--- config.mk ---
export PLATFORM = sky130hd
export DESIGN_NAME = regfile_scoreboard
export DESIGN_NICKNAME = d
export VERILOG_FILES = /design/src/rtl/regfile_scoreboard.sv
export SDC_FILE = /design/constraint.sdc
export NUM_CORES = 2
export LEC_CHECK = 0
export BUFFER_PORTS_ARGS = -buffer_cell sky130_fd_sc_hd__buf_2
export CORE_MARGIN = 2
export CORE_UTILIZATION = 50
export DETAILED_ROUTE_END_ITERATION = 16
export PLACE_DENSITY = 0.66
export SLEW_MARGIN = 25
export SYNTH_ARGS = -nofsm -noshare
export SYNTH_HDL_FRONTEND = slang
export SYNTH_SLANG_ARGS = --single-unit
--- constraint.sdc ---
create_clock -name clk -period 9.6 [get_ports clk]
set_input_delay 0.96 -clock clk [delete_from_list [all_inputs] [get_ports clk]]
set_output_delay 0.96 -clock clk [all_outputs]
set_load 0.01 [all_outputs]
--- src/rtl/regfile_scoreboard.sv ---
// 32x32 MIPS register file with a writeback bypass and a per-register
// pending-writer scoreboard that stalls decode on uncovered RAW hazards.
module regfile_scoreboard #(
  parameter int DATA_W = 32,
  parameter int ADDR_W = 5,
  parameter int PEND_W = 2
) (
  input  logic              clk,
  input  logic              rst_n,
  input  logic              RegWrite,
  input  logic [ADDR_W-1:0] des_reg,
  input  logic [DATA_W-1:0] WriteData,
  input  logic [ADDR_W-1:0] rs_addr,
  input  logic [ADDR_W-1:0] rt_addr,
  output logic [DATA_W-1:0] rs_data,
  output logic [DATA_W-1:0] rt_data,
  input  logic              issue_valid,
  input  logic              issue_RegWrite,
  input  logic [ADDR_W-1:0] issue_dest,
  output logic              stall,
  output logic              pending_any
);

  localparam int NREG = 2 ** ADDR_W;
  localparam logic [PEND_W-1:0] CNT_MAX = {PEND_W{1'b1}};

  logic [DATA_W-1:0] mem_q [NREG];
  logic [DATA_W-1:0] mem_d [NREG];
  logic [PEND_W-1:0] cnt_q [NREG];
  logic [PEND_W-1:0] cnt_d [NREG];
  logic              pending_any_q;
  logic              pending_any_d;

  logic wb_hit;
  logic retire;
  logic accept;
  logic haz_rs;
  logic haz_rt;
  logic full_block;

  // A retire on the read address removes one writer: the bypass covers it.
  always_comb begin
    wb_hit     = RegWrite && (des_reg != '0);
    retire     = wb_hit && (cnt_q[des_reg] != '0);
    haz_rs     = (rs_addr != '0) &&
                 (cnt_q[rs_addr] != PEND_W'(retire && (des_reg == rs_addr)));
    haz_rt     = (rt_addr != '0) &&
                 (cnt_q[rt_addr] != PEND_W'(retire && (des_reg == rt_addr)));
    full_block = issue_RegWrite && (issue_dest != '0) &&
                 (cnt_q[issue_dest] == CNT_MAX) &&
                 !(retire && (des_reg == issue_dest));
    stall      = issue_valid && (haz_rs || haz_rt || full_block);
    accept     = issue_valid && issue_RegWrite && (issue_dest != '0) && !stall;
  end

  always_comb begin
    rs_data = '0;
    rt_data = '0;
    if (rs_addr != '0) begin
      rs_data = (wb_hit && (des_reg == rs_addr)) ? WriteData : mem_q[rs_addr];
    end
    if (rt_addr != '0) begin
      rt_data = (wb_hit && (des_reg == rt_addr)) ? WriteData : mem_q[rt_addr];
    end
  end

  // Issue and retire on the same register cancel, leaving the count unchanged.
  always_comb begin
    pending_any_d = 1'b0;
    for (int i = 0; i < NREG; i++) begin
      mem_d[i] = mem_q[i];
      cnt_d[i] = cnt_q[i];
      if (i != 0) begin
        if (wb_hit && (des_reg == ADDR_W'(i))) begin
          mem_d[i] = WriteData;
        end
        if (accept && (issue_dest == ADDR_W'(i))) begin
          cnt_d[i] = cnt_d[i] + PEND_W'(1);
        end
        if (retire && (des_reg == ADDR_W'(i))) begin
          cnt_d[i] = cnt_d[i] - PEND_W'(1);
        end
      end
      if (cnt_d[i] != '0) begin
        pending_any_d = 1'b1;
      end
    end
  end

  always_ff @(posedge clk or negedge rst_n) begin
    if (!rst_n) begin
      for (int i = 0; i < NREG; i++) begin
        mem_q[i] <= '0;
        cnt_q[i] <= '0;
      end
      pending_any_q <= 1'b0;
    end else begin
      for (int i = 0; i < NREG; i++) begin
        mem_q[i] <= mem_d[i];
        cnt_q[i] <= cnt_d[i];
      end
      pending_any_q <= pending_any_d;
    end
  end

  assign pending_any = pending_any_q;

endmodule
==> results.cfg <==
[outcome]
outcome = finished, final reports clean

[worst_setup_path]
crit_top_cell = buf_4
crit_path_cell_trace = buf_8 -> buf_4 -> buf_4 -> mux2_2 -> a22o_1 -> mux4_2 -> mux2i_1 -> o21ai_0 -> buf_2
crit_arrival_ps = 5120
start_kind = primary input
crit_family = buffers and inverters
critical-path-max-stage-delay_ps = 920
required_ps = 8640
worst-path-buf-inv = 4
critical_path_peak_fanout = 61
slowest_stage = buf_4
critPathKind = primary input to primary output
endpoint_kind = primary output

[logic_synthesis]
synthArstFlopShare = 1.00
synthTopCellsByArea = dfrtp_1 (45%), mux4_2 (23%), mux2_2 (18%)
synth_top_cells_by_count = dfrtp_1 (1055), mux2_2 (936), mux4_2 (616), nand2_1 (520), clkbuf_1 (270)
ys_warn_count = 0
yosysMostFrequentCell = dfrtp_1
synth_seq_cells = 1055
syn_avg_cell_area_um2 = 14.0
synth_top_area_share = 0.445
yosysSeqAreaShare = 0.445
syn-num-nets = 4303
syn-instance-count = 4246
syn-cell-area_um2 = 59300
synth-main-ff-cell = dfrtp_1
synth_edf_count = 0
yosysTopAreaCell = dfrtp_1
ys_types = 75

[floorplan]
core_um2 = 118000
start_util = 0.503
rows = 126
die_w_um = 348
dieArea_um2 = 121000
die_height_um = 348
ioPinCount = 123

[timing]
clock_skew_ps = 25.5
maxSlewViolCount = 0
fin_tns_setup_ps = 0
fin_crit_ps = 6080
tightest_slew_ps = 1120
hold_ws_ps = 253
rsz0062_at_grt = no
setup_viol = 0
slew_headroom = 0.254
hold_viol_final = 0
max_freq_mhz = 164
worst_slack_ps = 3520
post-route-period-util = 0.633

[global_routing]
grt_util_all_layers = 0.298
grt_pass1_vias = 39100
grt_max_degree = 175
antenna_found_initial = 6
gr-total-overflow = 0
grt_pass1_wl_um = 266000

[clocking]
path_clk_slew_ps = 50
numCtsBuffers = 114
tritoncts = yes
htree_levels = 3
ctsResizeCount = 0
insertion_delay_ps = 730
cts-root-buf = clkbuf_16
postCtsSetupBuffers = 0
clock_path_buffers = 3
clock_sinks = 1055
cts_hold_buf = 0

[place]
routabilityCongestion = 0.954
port_buffers = 122
hpwlAfterDp_um = 97400
place_worst_setup_slack_ps = 3040

[finish]
drive_gt1_frac = 0.473
areaGrowthSynthToFinish_pct = 9.66
nNetsFinal = 4171

[power_and_ir_drop]
peakVddDrop_uv = 150
cellPowerDensity_nw_per_um2 = 215
power.leakage_nw = 28.1

[route]
viasPerCell = 6.75
dr.first_iter.drc_count = 3950
wire_per_inst_um = 31.2
finalWirelength_um = 179000
vias = 38800
detail-route-antenna-nets = 0
firstDrtPassIters = 6
drt_drc_violations_left = 0

[job]
drv_cap = 0

[hold_path]
hp-class = primary input to asynchronous set/reset pin
logic make-up (layout without fill, tap and decap cells):
group / count (synthesis) / in the layout / synth area share
multiplexers: 1631 / 1631 / 0.425
flip-flops: 1055 / 1055 / 0.445
AND/OR/NAND/NOR: 772 / 772 / 0.0567
buffers and inverters: 449 / 412 / 0.0297
AO/OA/AOI/OAI: 263 / 263 / 0.0319
XOR/XNOR: 76 / 76 / 0.0117
other: 0 / 1 / 0
path summary, 6_finish.rpt:
path	slack, ps	from	cells after the start	to
worst max-delay path	3520	rs_addr[1]	9	rs_data[2]
worst min-delay path	250	rst_n	1	cnt_q[24]
worst max register to register	4540	cnt_q[14]	11	pending_any
worst min register to register	490	mem_q[45]	2	mem_q[45]
max in group asynchronous	7180	rst_n	4	mem_q[626]
min in group clk	490	mem_q[45]	2	mem_q[45]
state kept, by name, summed over array words and instances (netlist names):
register / flops
cnt_q: 62
mem_q: 992
pending_any: 1
cell usage in the layout (no fill, tap or decap), types with 9 or more instances in the layout:
cell       synthesis  final
clkbuf_8           0     24
a21oi_1           15     15
or3_1             10     10
nor4_1            25     25
inv_1             13     13
buf_2             18    111
nor2_1            51     35
mux2_2           936    936
clkbuf_16          0    117
xnor2_1           56     56
nor3_1            26     24
nor2_4             0     16
bufinv_16          0     13
nand2b_1          13     13
and2_1            10      9
nor2b_1           19     17
nand2_1          520    502
o21ai_0           88     88
nand3_1           45     45
o211ai_1          11     11
clkinv_2           0     30
xor2_1            18     18
mux4_2           616    616
buf_4              6     60
clkbuf_1         270     20
nand4_1           24     24
mux2i_1           79     79
dfrtp_1         1055   1055
a22o_1            66     66
nand2_4            0     13
metal layers:
metal | vias up | track usage | part of all wire
met2 | 1735 | 0.471 | 0.47
met1 | 20800 | 0.414 | 0.41
met5 | - | 0 | 0.000045
li1 | 15900 | - | -
met4 | 2 | 0.109 | 0.038
met3 | 383 | 0.0566 | 0.084
through the flow:
stage	std cells	cell area (um2)	total power, mW	util
floorplan	4246	59300	8.33	-
global placement	5533	61100	9.22	0.518
detailed placement	5533	61100	9.34	0.518
CTS	5744	65000	14.0	0.551
global route	5745	65000	14.5	0.552
finish	5746	65000	14.0	0.552
where the power goes:
| group | switching [mW] | total [mW] | internal (mW) |
|---|---|---|---|
| clock network | 1.91 | 4.67 | 2.76 |
| registers | 0.756 | 6.09 | 5.33 |
| logic | 1.33 | 3.21 | 1.88 |
| total | 3.99 | 14.0 | 9.97 |
cell type report:
| type | instances | area [um2] |
|---|---|---|
| Fill cell | 9440 | 52900 |
| Multi-Input combinational cell | 2742 | 31400 |
| Sequential cell | 1055 | 26400 |
| Clock buffer | 161 | 3330 |
| Tap cell | 1536 | 1920 |
| Timing Repair Buffer | 188 | 1300 |
| Clock inverter | 50 | 626 |
| Inverter | 13 | 48.8 |
| Antenna cell | 1 | 2.50 |
worst register-to-register path, stage by stage (launching register included):
cell	delay (ps)
dfrtp_1	540
nor3_1	120
o32ai_1	320
a221oi_1	150
o2111ai_1	500
nand2_1	700
nor3_1	520
o311ai_0	370
or4_1	550
or4_1	480
or3_1	320
or3_1	360
No activity file was read; power rests on OpenSTA's default activity.
